$ cat src/rtl/uart_receiver.sv
// UART 8N1 receive stage: 2-flop synchroniser, mid-bit sampling, one-entry valid/ready output.
// Define UART_RX_MAJORITY_EN for 2-of-3 majority voting at every sample point.
module uart_receiver #(
    parameter int CLOCK_FREQ = 125_000_000,
    parameter int BAUD_RATE  = 115_200
) (
    input  logic       clk,
    input  logic       reset,
    input  logic       serial_in,
    output logic [7:0] data_out,
    output logic       data_out_valid,
    input  logic       data_out_ready,
    output logic       framing_error,
    output logic       overrun,
    output logic       busy
);
    localparam int SYMBOL_EDGE_TIME = CLOCK_FREQ / BAUD_RATE;
    localparam int SAMPLE_TIME      = SYMBOL_EDGE_TIME / 2;
    localparam int CW               = $clog2(SYMBOL_EDGE_TIME) + 1;

    localparam logic [2:0] IDLE  = 3'd0;
    localparam logic [2:0] START = 3'd1;
    localparam logic [2:0] DATA  = 3'd2;
    localparam logic [2:0] STOP  = 3'd3;
    localparam logic [2:0] BREAK = 3'd4;

    logic          rx_m;
    logic          rx_s;
    logic [2:0]    state;
    logic [CW-1:0] cnt;
    logic [CW-1:0] target;
    logic [2:0]    bit_idx;
    logic [7:0]    shift;
    logic          at_sample;
    logic          sample;
    logic          complete;
    logic          bad_stop;

    always_ff @(posedge clk) begin
        if (reset) begin
            rx_m <= 1'b1;
            rx_s <= 1'b1;
        end else begin
            rx_m <= serial_in;
            rx_s <= rx_m;
        end
    end

    always_comb begin
        target = CW'(SYMBOL_EDGE_TIME - 1);
        if (state == START)
            target = CW'(SAMPLE_TIME - 1);
    end

`ifdef UART_RX_MAJORITY_EN
    // Vote is decided one clock past target, so the next bit starts at 1.
    localparam logic [CW-1:0] RELOAD = CW'(1);

    logic maj_a;
    logic maj_b;

    always_ff @(posedge clk) begin
        if (reset) begin
            maj_a <= 1'b1;
            maj_b <= 1'b1;
        end else begin
            if (cnt == target - CW'(1))
                maj_a <= rx_s;
            if (cnt == target)
                maj_b <= rx_s;
        end
    end

    assign at_sample = (cnt == target + CW'(1));
    assign sample    = (maj_a & maj_b) | (maj_a & rx_s) | (maj_b & rx_s);
`else
    localparam logic [CW-1:0] RELOAD = '0;

    assign at_sample = (cnt == target);
    assign sample    = rx_s;
`endif

    always_ff @(posedge clk) begin
        if (reset) begin
            state   <= IDLE;
            cnt     <= '0;
            bit_idx <= '0;
            shift   <= '0;
        end else begin
            unique case (state)
                IDLE: begin
                    cnt     <= '0;
                    bit_idx <= '0;
                    if (!rx_s)
                        state <= START;
                end
                START: begin
                    if (at_sample) begin
                        bit_idx <= '0;
                        if (sample) begin
                            state <= IDLE;
                            cnt   <= '0;
                        end else begin
                            state <= DATA;
                            cnt   <= RELOAD;
                        end
                    end else begin
                        cnt <= cnt + CW'(1);
                    end
                end
                DATA: begin
                    if (at_sample) begin
                        shift[bit_idx] <= sample;
                        bit_idx        <= bit_idx + 3'd1;
                        cnt            <= RELOAD;
                        if (bit_idx == 3'd7)
                            state <= STOP;
                    end else begin
                        cnt <= cnt + CW'(1);
                    end
                end
                STOP: begin
                    if (at_sample) begin
                        cnt   <= '0;
                        state <= sample ? IDLE : BREAK;
                    end else begin
                        cnt <= cnt + CW'(1);
                    end
                end
                BREAK: begin
                    cnt <= '0;
                    if (rx_s)
                        state <= IDLE;
                end
                default: begin
                    state <= IDLE;
                    cnt   <= '0;
                end
            endcase
        end
    end

    assign complete = (state == STOP) && at_sample && sample;
    assign bad_stop = (state == STOP) && at_sample && !sample;
    assign busy     = (state != IDLE);

    always_ff @(posedge clk) begin
        if (reset) begin
            data_out       <= '0;
            data_out_valid <= 1'b0;
            framing_error  <= 1'b0;
            overrun        <= 1'b0;
        end else begin
            framing_error <= bad_stop;
            overrun       <= 1'b0;
            if (complete) begin
                // A consumer taking the old byte this cycle frees the slot.
                if (!data_out_valid || data_out_ready) begin
                    data_out       <= shift;
                    data_out_valid <= 1'b1;
                end else begin
                    overrun <= 1'b1;
                end
            end else if (data_out_valid && data_out_ready) begin
                data_out_valid <= 1'b0;
            end
        end
    end
endmodule
$ cat config.mk
export PLATFORM = sky130hd
export DESIGN_NAME = uart_receiver
export DESIGN_NICKNAME = d
export VERILOG_FILES = /design/src/rtl/uart_receiver.sv
export SDC_FILE = /design/constraint.sdc
export NUM_CORES = 1
export LEC_CHECK = 0
export BUFFER_PORTS_ARGS = -buffer_cell sky130_fd_sc_hd__buf_4
export CAP_MARGIN = 20
export CELL_PAD_IN_SITES_DETAIL_PLACEMENT = 0
export CELL_PAD_IN_SITES_GLOBAL_PLACEMENT = 1
export CORE_MARGIN = 3
export CORE_UTILIZATION = 40
export DETAILED_ROUTE_END_ITERATION = 7
export HOLD_SLACK_MARGIN = 0.06
export PLACE_DENSITY_LB_ADDON = 0.1
export RECOVER_POWER = 100
export SLEW_MARGIN = 20
export SYNTH_ARGS = -nofsm -noshare
export SYNTH_HDL_FRONTEND = slang
export SYNTH_SLANG_ARGS = --single-unit
$ cat constraint.sdc
create_clock -name clk -period 1.6 [get_ports clk]
set_input_delay 0.08 -clock clk [delete_from_list [all_inputs] [get_ports clk]]
set_output_delay 0.08 -clock clk [all_outputs]
set_load 0.01 [all_outputs]
==> impl_metrics.yaml, run 1 <==
global_routing:
  grt_antenna_before_repair: 0
  use_met2: 0.287
  grt_pass1_wl_mm: 7.01
  grt_util_met3: 0.0378
  grt_max_degree: 29
  top_usage_layer: "met2"
  grt_pass1_vias: 1571
  grt.overflow.total: 0
  grt_use_met1: 0.200
  track_usage: 0.163
detailed_routing:
  vias_per_cell: 5.39
  drc: 0
  wl_per_cell_um: 14.4
  dr.pass1.iters: 4
  ant_nets: 0
  finalWirelength_mm: 4.28
  drtIter0Drc: 77
  vias: 1601
power_and_ir_drop:
  ir_drop_mv: 0.608
  p_sw_frac: 0.212
  p_leak_nw: 0.865
  p_comb_frac: 0.032
  p_seq_frac: 0.508
  p_sw_w: 0.000407
  p_int_w: 0.00152
  pwr-share-clk: 0.461
  power_density_nw_per_um2: 816
timing:
  rsz0062_at_grt: "true"
  max_freq_ghz: 0.614
  tns_ns: -0.0326
  setup_viol: 3
  clock_skew_ns: 0.0134
  maxSlewViolCount: 0
  final.setup.worst_slack_ns: -0.0282
  fin_hold_ws_ns: 0.135
  period_share: 1.02
  hold_viol: 0
  tightest_slew_ns: 0.420
  relSlewSlack: 0.719
  period_minus_slack_ns: 1.63
clock_tree:
  cts_root_buf: "clkbuf_8"
  cts_tree: "yes"
  cts_num_sinks: 39
  numCtsBuffers: 5
  cts_max_path_buffers: 2
  clk_pin_slew_worst_paths_ns: 0.09
  htreeDepth: 2
  clock_latency_ns: 0.30
cells_and_area:
  fin_nets: 251
  final_common_cell: "dfxtp_1"
  antennaDiodeCount: 0
  final_cell_mix: "dfxtp_1, buf_4, nor2_1"
  syn2layout_area_growth_pct: 26.3
  num-fill-cells: 444
  drive_above_1_share: 0.265
floorplan:
  die_x_um: 74.3
  ios: 16
  start_util: 0.420
  design.die.area_um2: 5530
  fp.dieH_um: 74.3
  row_count: 24
  core_um2: 4440
critical_path:
  crit_chain: "nor4b_4, nand2_2, buf_4, nor4_4, mux2i_1"
  worst-setup-path-type: "reg2reg"
  cp_num_buf_inv: 1
  cp-end-kind: "flip-flop"
  cp_top_family: "simple AND/OR/NAND/NOR gates"
  crit_path_top_delay_cell: "dfxtp_2"
  critPathMaxFanout: 6
  worst_setup_path_start_kind: "flip-flop"
  cp.arrival_ns: 1.85
  critical-path-max-stage-delay_ns: 0.34
  cp.required_ns: 1.83
synth:
  synth_compound_area_frac: 0.0877
  synth_top_family_by_area: "simple AND/OR/NAND/NOR gates"
  yosysUniqueCellTypes: 41
  synth_warnings: 0
  ys_ff_latch: 39
  synth-edff-count: 0
  postSynthAreaPerCell_um2: 9.07
  synthXorXnorAreaFrac: 0.0469
  ys_async_sr_fraction: 0
  ys_seq_area_frac: 0.418
  syn_inst: 206
  synth_fa_ha_area_frac: 0.0201
  netlist_area_um2: 1870
  synthSimpleGateAreaFrac: 0.316
  synth_flop_cell: "dfxtp_1"
  muxShareOfSynthArea: 0.0596
  syn_nets: 213
placement:
  io_buffer_count: 15
  dp_hpwl_mm: 2.94
  gp_congestion: 0.798
status:
  status: "complete, but fails checks"
  failed_checks: "negative setup slack"
run:
  max_cap_viol_count: 0
min_path:
  hold_path.class: "in2reg"
## worst paths after layout
path / cells after the start / startpoint / to / slack [ns]
min reg2reg: 1 / rx_m$_SDFF_PP1_ / rx_s$_SDFF_PP1_ / 0.42
min: 2 / reset / bit_idx[2]$_SDFFE_PP0P_ / 0.14
max reg2reg: 5 / cnt[7]$_SDFF_PP0_ / shift[3]$_SDFFE_PP0P_ / -0.03
max: 5 / cnt[7]$_SDFF_PP0_ / shift[3]$_SDFFE_PP0P_ / -0.03
## cell usage after synthesis, drive strengths merged, types with 6 or more instances
library cell	count	area, µm²
dfxtp	39	781
nor2	21	78.8
a21oi	12	60.1
nand2	12	45.0
nand3	12	60.1
mux2i	10	100
nand2b	10	62.6
o21ai	9	45.0
buf	8	66.3
nand4	7	43.8
clkbuf	6	22.5
nor4	6	37.5
## cell families after synthesis
family / after synthesis
XOR/XNOR: 10
buffers and inverters: 16
adder cells (fa/ha/maj): 3
AO/OA/AOI/OAI: 28
AND/OR/NAND/NOR: 99
flip-flops: 39
multiplexers: 11
## layer usage
| layer | vias to the layer above | routed length, µm | share of wire |
|---|---|---|---|
| li1 | 810 | - | - |
| met1 | 763 | 1920 | 0.45 |
| met2 | 24 | 2190 | 0.51 |
| met3 | 4 | 142 | 0.033 |
| met4 | 0 | 29 | 0.0068 |
| met5 | - | 0 | 0 |
## what timing repair did
item / CTS / global route
hold buffers: 1 / 0
gates resized for setup: 9 / 12
setup endpoints to repair: 6 / 22
gates cloned: 0 / 1
setup buffers: 0 / 1
pin swaps: 2 / 2
endpoints found under the hold margin: 1 / 0
## power by group through the flow
stage | registers (W) | logic, W | clock network [W]
2_1_floorplan | 0.00100 | 0.0000393 | 0
3_3_place_gp | 0.000999 | 0.0000571 | 0
3_5_place_dp | 0.00100 | 0.0000581 | 0
4_1_cts | 0.000977 | 0.0000601 | 0.000905
5_1_grt | 0.000977 | 0.0000669 | 0.000947
6_report | 0.000977 | 0.0000610 | 0.000886
## sequential cells by signal, indices dropped and copies added, names as in the netlist
signal / count
data_out_valid: 1
rx_s: 1
cnt: 12
shift: 8
overrun: 1
data_out: 8
bit_idx: 3
state: 3
rx_m: 1
framing_error: 1
## area by class of cell
| type | count | area, µm² | share of cell area |
|---|---|---|---|
| Clock inverter | 2 | 38.8 | 0.0164 |
| Tap cell | 52 | 65.1 | 0.0276 |
| Timing Repair Buffer | 45 | 308 | 0.131 |
| Multi-Input combinational cell | 151 | 1070 | 0.455 |
| Inverter | 2 | 7.51 | 0.00318 |
| Sequential cell | 39 | 785 | 0.333 |
| Clock buffer | 6 | 82.6 | 0.0350 |
## through the flow
stage / utilization / std cells / power (W) / cell area, µm² / worst slack (ns)
final: 0.531 / 297 / 0.00192 / 2360 / -0.0282
after global routing: 0.531 / 297 / 0.00199 / 2360 / -0.0657
after CTS: 0.527 / 295 / 0.00194 / 2340 / -0.00669
after detailed placement: 0.486 / 286 / 0.00106 / 2160 / -0.103
after global placement: 0.486 / 286 / 0.00106 / 2160 / 0.0476
after floorplan: - / 206 / 0.00104 / 1870 / 0.0265
Power figures use the tool's default switching activity.
==> inputs of run 2 (changes only) <==
--- a/config.mk
+++ b/config.mk
@@ -14,7 +14,6 @@
 export DETAILED_ROUTE_END_ITERATION = 7
 export HOLD_SLACK_MARGIN = 0.06
 export PLACE_DENSITY_LB_ADDON = 0.1
-export RECOVER_POWER = 100
 export SLEW_MARGIN = 20
 export SYNTH_ARGS = -nofsm -noshare
 export SYNTH_HDL_FRONTEND = slang
==> constraint.sdc (replaced) <==
create_clock -name clk -period 1.6 [get_ports clk]
set_input_delay 0.08 -clock clk [delete_from_list [all_inputs] [get_ports clk]]
set_output_delay 0.08 -clock clk [all_outputs]
set_load 0.05 [all_outputs]
==> run 2 against run 1 <==
Against the previous run: wire length is 0.14% lower; register-to-register slack gained 0.02 ns; via count rose by 0.62%; first-iteration DRC count down 7.8%; die area did not move; the flow still finishes with violations (negative setup slack); combinational power rose by 11%.
==> impl_metrics.yaml, run 2 (same netlist as run 1, synthesis figures left out) <==
clock_tree:
  clock_latency_ns: 0.29
  clk_pin_slew_worst_paths_ns: 0.09
  cts_tree: "yes"
  cts_root_buf: "clkbuf_8"
  cts_max_path_buffers: 2
  cts_num_sinks: 39
  htreeDepth: 2
  numCtsBuffers: 5
detailed_routing:
  drtIter0Drc: 71
  finalWirelength_mm: 4.27
  wl_per_cell_um: 14.2
  drc: 0
  vias: 1611
  ant_nets: 0
  dr.pass1.iters: 5
  vias_per_cell: 5.37
power_and_ir_drop:
  fin_total_pwr_w: 0.00193
  power_density_nw_per_um2: 780
  p_leak_nw: 0.938
  ir_drop_mv: 0.697
floorplan:
  die_x_um: 74.3
  start_util: 0.420
  design.die.area_um2: 5530
  fp.dieH_um: 74.3
  ios: 16
  core_um2: 4440
  row_count: 24
placement:
  dp_hpwl_mm: 2.94
  gp_congestion: 0.798
  io_buffer_count: 15
  pre_cts_slack_ns: -0.103
timing:
  relSlewSlack: 0.720
  rsz0062_at_grt: "true"
  clock_skew_ns: 0.0124
  setup_viol: 2
  tightest_slew_ns: 0.419
  maxSlewViolCount: 0
  max_freq_ghz: 0.622
  period_minus_slack_ns: 1.61
  final.setup.worst_slack_ns: -0.00753
  period_share: 1.00
  hold_viol: 0
cells_and_area:
  antennaDiodeCount: 0
  reg_top3: "cnt (12), data_out (8), shift (8)"
  largest-register: "cnt"
  final_cell_mix: "buf_4, dfxtp_1, nor2_1"
  fin_nets: 254
  largest_reg_flops: 12
  drive_above_1_share: 0.351
  syn2layout_area_growth_pct: 32.3
  final_common_cell: "buf_4"
critical_path:
  worst-setup-path-type: "reg2reg"
  critPathMaxFanout: 4
  worst_setup_path_start_kind: "flip-flop"
  cp-end-kind: "flip-flop"
  rr_startpoint: "cnt[5]$_SDFF_PP0_"
  cp.arrival_ns: 1.83
  crit_path_start: "cnt[5]$_SDFF_PP0_"
  cp.required_ns: 1.82
global_routing:
  grt_pass1_wl_mm: 6.96
  grt_pass1_vias: 1568
  grt_max_degree: 29
  grt_antenna_before_repair: 0
  track_usage: 0.162
  grt.overflow.total: 0
min_path:
  hp-start: "reset"
  hold_path.class: "in2reg"
run:
  max_cap_viol_count: 0
status:
  failed_checks: "negative setup slack"
  status: "complete, but fails checks"
[run 2: cell types whose count changed in the layout (fill, tap and decap cells not counted), sizes merged]
| cell | previous run | this run |
|---|---|---|
| buf | 28 | 47 |
| clkbuf | 22 | 6 |
[run 2: worst max-delay path: stages (launching register included)]
cell	delay [ns]
dfxtp_2	0.34
and4bb_2	0.30
mux2i_2	0.09
buf_6	0.14
buf_12	0.12
nor4_4	0.31
mux2i_1	0.23
[run 2: layout make-up]
cell class	instances	area, µm²
flip-flops and latches	39	790
repair buffers	48	399
fillers	412	1970
well taps	52	65.1
multi-input cells	151	1090
clock buffers	6	82.6
clock inverters	2	38.8
inverters	2	7.51
[run 2: worst paths after layout]
path	end	slack [ns]	cells past startpoint
max reg2reg	shift[3]$_SDFFE_PP0P_	-0.008	6
max	shift[3]$_SDFFE_PP0P_	-0.008	6
min	bit_idx[2]$_SDFFE_PP0P_	0.14	2
min reg2reg	rx_s$_SDFF_PP1_	0.42	1
[run 2: what timing repair did]
item | in CTS | in global routing
setup buffers | 0 | 4
pin swaps | 2 | 8
endpoints found under the setup margin | 7 | 20
resized for setup | 11 | 18
gates cloned | 0 | 1
hold buffers | 1 | 0
endpoints found under the hold margin | 1 | 0
[run 2: routing by layer]
metal	up-vias	global-route usage	part of all wire
met5	-	0	0
met4	0	0.0455	0.0070
met3	4	0.0378	0.037
met2	26	0.283	0.51
met1	767	0.199	0.45
li1	814	-	-
[run 2: report_power, final]
part | internal (W) | total (W) | switching, W | leakage, nW
Clock | 0.000513 | 0.000883 | 0.000369 | 0.0618
Sequential | 0.000975 | 0.000977 | 0.00000239 | 0.318
Combinational | 0.0000311 | 0.0000676 | 0.0000365 | 0.558
[run 2: metrics by stage]
step	utilization	hold WS, ns	TNS [ns]	area [µm²]	cells
after floorplan	-	0.184	0	1870	206
after global placement	0.486	0.268	0	2160	286
after CTS	0.529	0.127	-0.0105	2350	295
after global routing	0.556	0.146	-0.214	2470	300
final	0.556	0.137	-0.00970	2470	300
after detailed placement	0.486	0.268	-0.340	2160	286
==> inputs of run 3 (changes only) <==
--- a/config.mk
+++ b/config.mk
@@ -10,10 +10,13 @@
 export CELL_PAD_IN_SITES_DETAIL_PLACEMENT = 0
 export CELL_PAD_IN_SITES_GLOBAL_PLACEMENT = 1
 export CORE_MARGIN = 3
-export CORE_UTILIZATION = 40
+export CORE_UTILIZATION = 42
+export CTS_BUF_LIST = sky130_fd_sc_hd__clkbuf_8
 export DETAILED_ROUTE_END_ITERATION = 7
 export HOLD_SLACK_MARGIN = 0.06
+export MAX_ROUTING_LAYER = met4
 export PLACE_DENSITY_LB_ADDON = 0.1
+export RECOVER_POWER = 25
 export SLEW_MARGIN = 20
 export SYNTH_ARGS = -nofsm -noshare
 export SYNTH_HDL_FRONTEND = slang
==> run 3 against run 2 <==
Against the previous run: the run now ends clean; critical path depth decreased by 1; critical path type unchanged; maximum frequency grew 1.2%; clock power is 16% lower; core utilization up 0.86 points; global-route usage rose by 1.7 points; die area fell by 4.4%; clock skew down 0.0032 ns; count of clock-buffer cells in the layout grew 1; setup slack improved by 0.020 ns; hold slack improved by 0.010 ns; wire length shrank 2.5%; power down 7.5%.
==> impl_metrics.yaml, run 3 (same netlist as run 1, synthesis figures left out) <==
status:
  status: "finished, final reports clean"
power_and_ir_drop:
  power_density_nw_per_um2: 762
  ir_drop_mv: 0.660
  p_leak_nw: 0.864
detailed_routing:
  wl_per_cell_um: 14.2
  vias_per_cell: 5.37
  dr.pass1.iters: 4
  drtIter0Drc: 60
  ant_nets: 0
  drc: 0
  finalWirelength_mm: 4.17
  vias: 1579
timing:
  setup_viol: 0
  rsz0062_at_grt: "true"
  relSlewSlack: 0.598
  tightest_slew_ns: 0.606
  tns_ns: 0
  period_share: 0.992
  clock_skew_ns: 0.00927
  hold_viol: 0
  max_freq_ghz: 0.630
  maxSlewViolCount: 0
  period_minus_slack_ns: 1.59
clock_tree:
  clock_latency_ns: 0.29
  clk_pin_slew_worst_paths_ns: 0.08
  cts_tree: "yes"
  numCtsBuffers: 5
  cts_root_buf: "clkbuf_8"
  cts_max_path_buffers: 2
  cts_num_sinks: 39
  post_cts_buffers: 0
  htreeDepth: 2
cells_and_area:
  drive_above_1_share: 0.270
  largest-register: "cnt"
  reg_top3: "cnt (12), data_out (8), shift (8)"
  final_common_cell: "dfxtp_1"
  fin_cells: 294
  largest_reg_flops: 12
  final_cell_mix: "dfxtp_1, buf_4, nor2_1"
  antennaDiodeCount: 0
  fin_nets: 250
  syn2layout_area_growth_pct: 25.3
critical_path:
  critical-path-max-stage-delay_ns: 0.48
  cp.arrival_ns: 1.80
  crit_path_top_delay_cell: "or4_1"
  cp-end-kind: "flip-flop"
  cp.required_ns: 1.82
  reg2regPathDepth: 5
  worst_setup_path_start_kind: "flip-flop"
  worst-setup-path-type: "reg2reg"
  crit_chain: "and4bb_2, mux2i_1, buf_6, or4_1, a21oi_1"
  critPathMaxFanout: 10
global_routing:
  grt_pass1_wl_mm: 7.23
  grt_max_degree: 29
  grt.overflow.total: 0
  grt_antenna_before_repair: 0
  grt_pass1_vias: 1586
  track_usage: 0.179
placement:
  dp_hpwl_mm: 3.03
  placedCellCount: 285
  gp_congestion: 0.802
  io_buffer_count: 15
run:
  max_cap_viol_count: 0
floorplan:
  design.die.area_um2: 5280
  die_x_um: 72.7
  row_count: 23
  start_util: 0.451
  ios: 16
  core_um2: 4140
  fp.dieH_um: 72.7
min_path:
  hold_path.class: "in2reg"
  hold_depth: 2
-- run 3: cell types whose count changed in the layout (fill, tap and decap cells not counted), moves of 2 or more --
cell,before,now
clkbuf_1,0,7
buf_12,2,0
dfxtp_1,32,37
dfxtp_2,7,2
buf_4,42,32
-- run 3: timing repair --
item	in CTS	in global routing
pin swaps	2	3
hold endpoints to repair	1	0
hold buffers	1	0
gates resized for setup	7	11
endpoints found under the setup margin	8	15
-- run 3: layer usage --
metal,part of all wire,up-vias,GRT usage
met5,0,-,-
met4,0.0053,0,0.0574
met3,0.024,2,0.0413
met2,0.50,23,0.298
met1,0.47,749,0.213
li1,-,805,-
-- run 3: layout make-up --
class / instances / area (µm²)
Timing Repair Buffer: 44 / 318
Clock inverter: 1 / 7.51
Sequential cell: 39 / 783
Inverter: 2 / 7.51
Multi-Input combinational cell: 151 / 1060
Fill cell: 401 / 1800
Tap cell: 50 / 62.6
Clock buffer: 7 / 96.3
-- run 3: power by group --
| part | switching, W | internal, W |
|---|---|---|
| registers | 0.00000230 | 0.000974 |
| clock network | 0.000347 | 0.000392 |
| logic | 0.0000362 | 0.0000297 |
| total | 0.000385 | 0.00140 |
-- run 3: critical path, delay by kind of cell, from the launching register on --
kind / cells / cell delay [ns]
and+or+nand+nor: 2 / 0.78
AOI/OAI and AO/OA: 1 / 0.14
DFF: 1 / 0.34
muxes: 1 / 0.09
buffers and inverters: 1 / 0.17
-- run 3: through the flow --
step / hold slack, ns / cell area, µm² / util / power [W] / setup WS, ns
finish: 0.148 / 2340 / 0.565 / 0.00178 / 0.0120
global route: 0.157 / 2340 / 0.565 / 0.00186 / -0.0796
CTS: 0.137 / 2310 / 0.558 / 0.00180 / 0.00417
detailed placement: 0.271 / 2160 / 0.522 / 0.00106 / -0.0502
global placement: 0.267 / 2160 / 0.522 / 0.00106 / 0.0414
floorplan: 0.184 / 1870 / - / 0.00104 / 0.0265
-- run 3: worst paths after layout --
kind	endpoint	slack (ns)	startpoint
worst min-delay path	state[2]$_SDFFE_PP0P_	0.15	reset
worst min register to register	rx_s$_SDFF_PP1_	0.42	rx_m$_SDFF_PP1_
worst max register to register	bit_idx[0]$_SDFFE_PP0P_	0.01	cnt[0]$_SDFF_PP0_
worst max-delay path	bit_idx[0]$_SDFFE_PP0P_	0.01	cnt[0]$_SDFF_PP0_
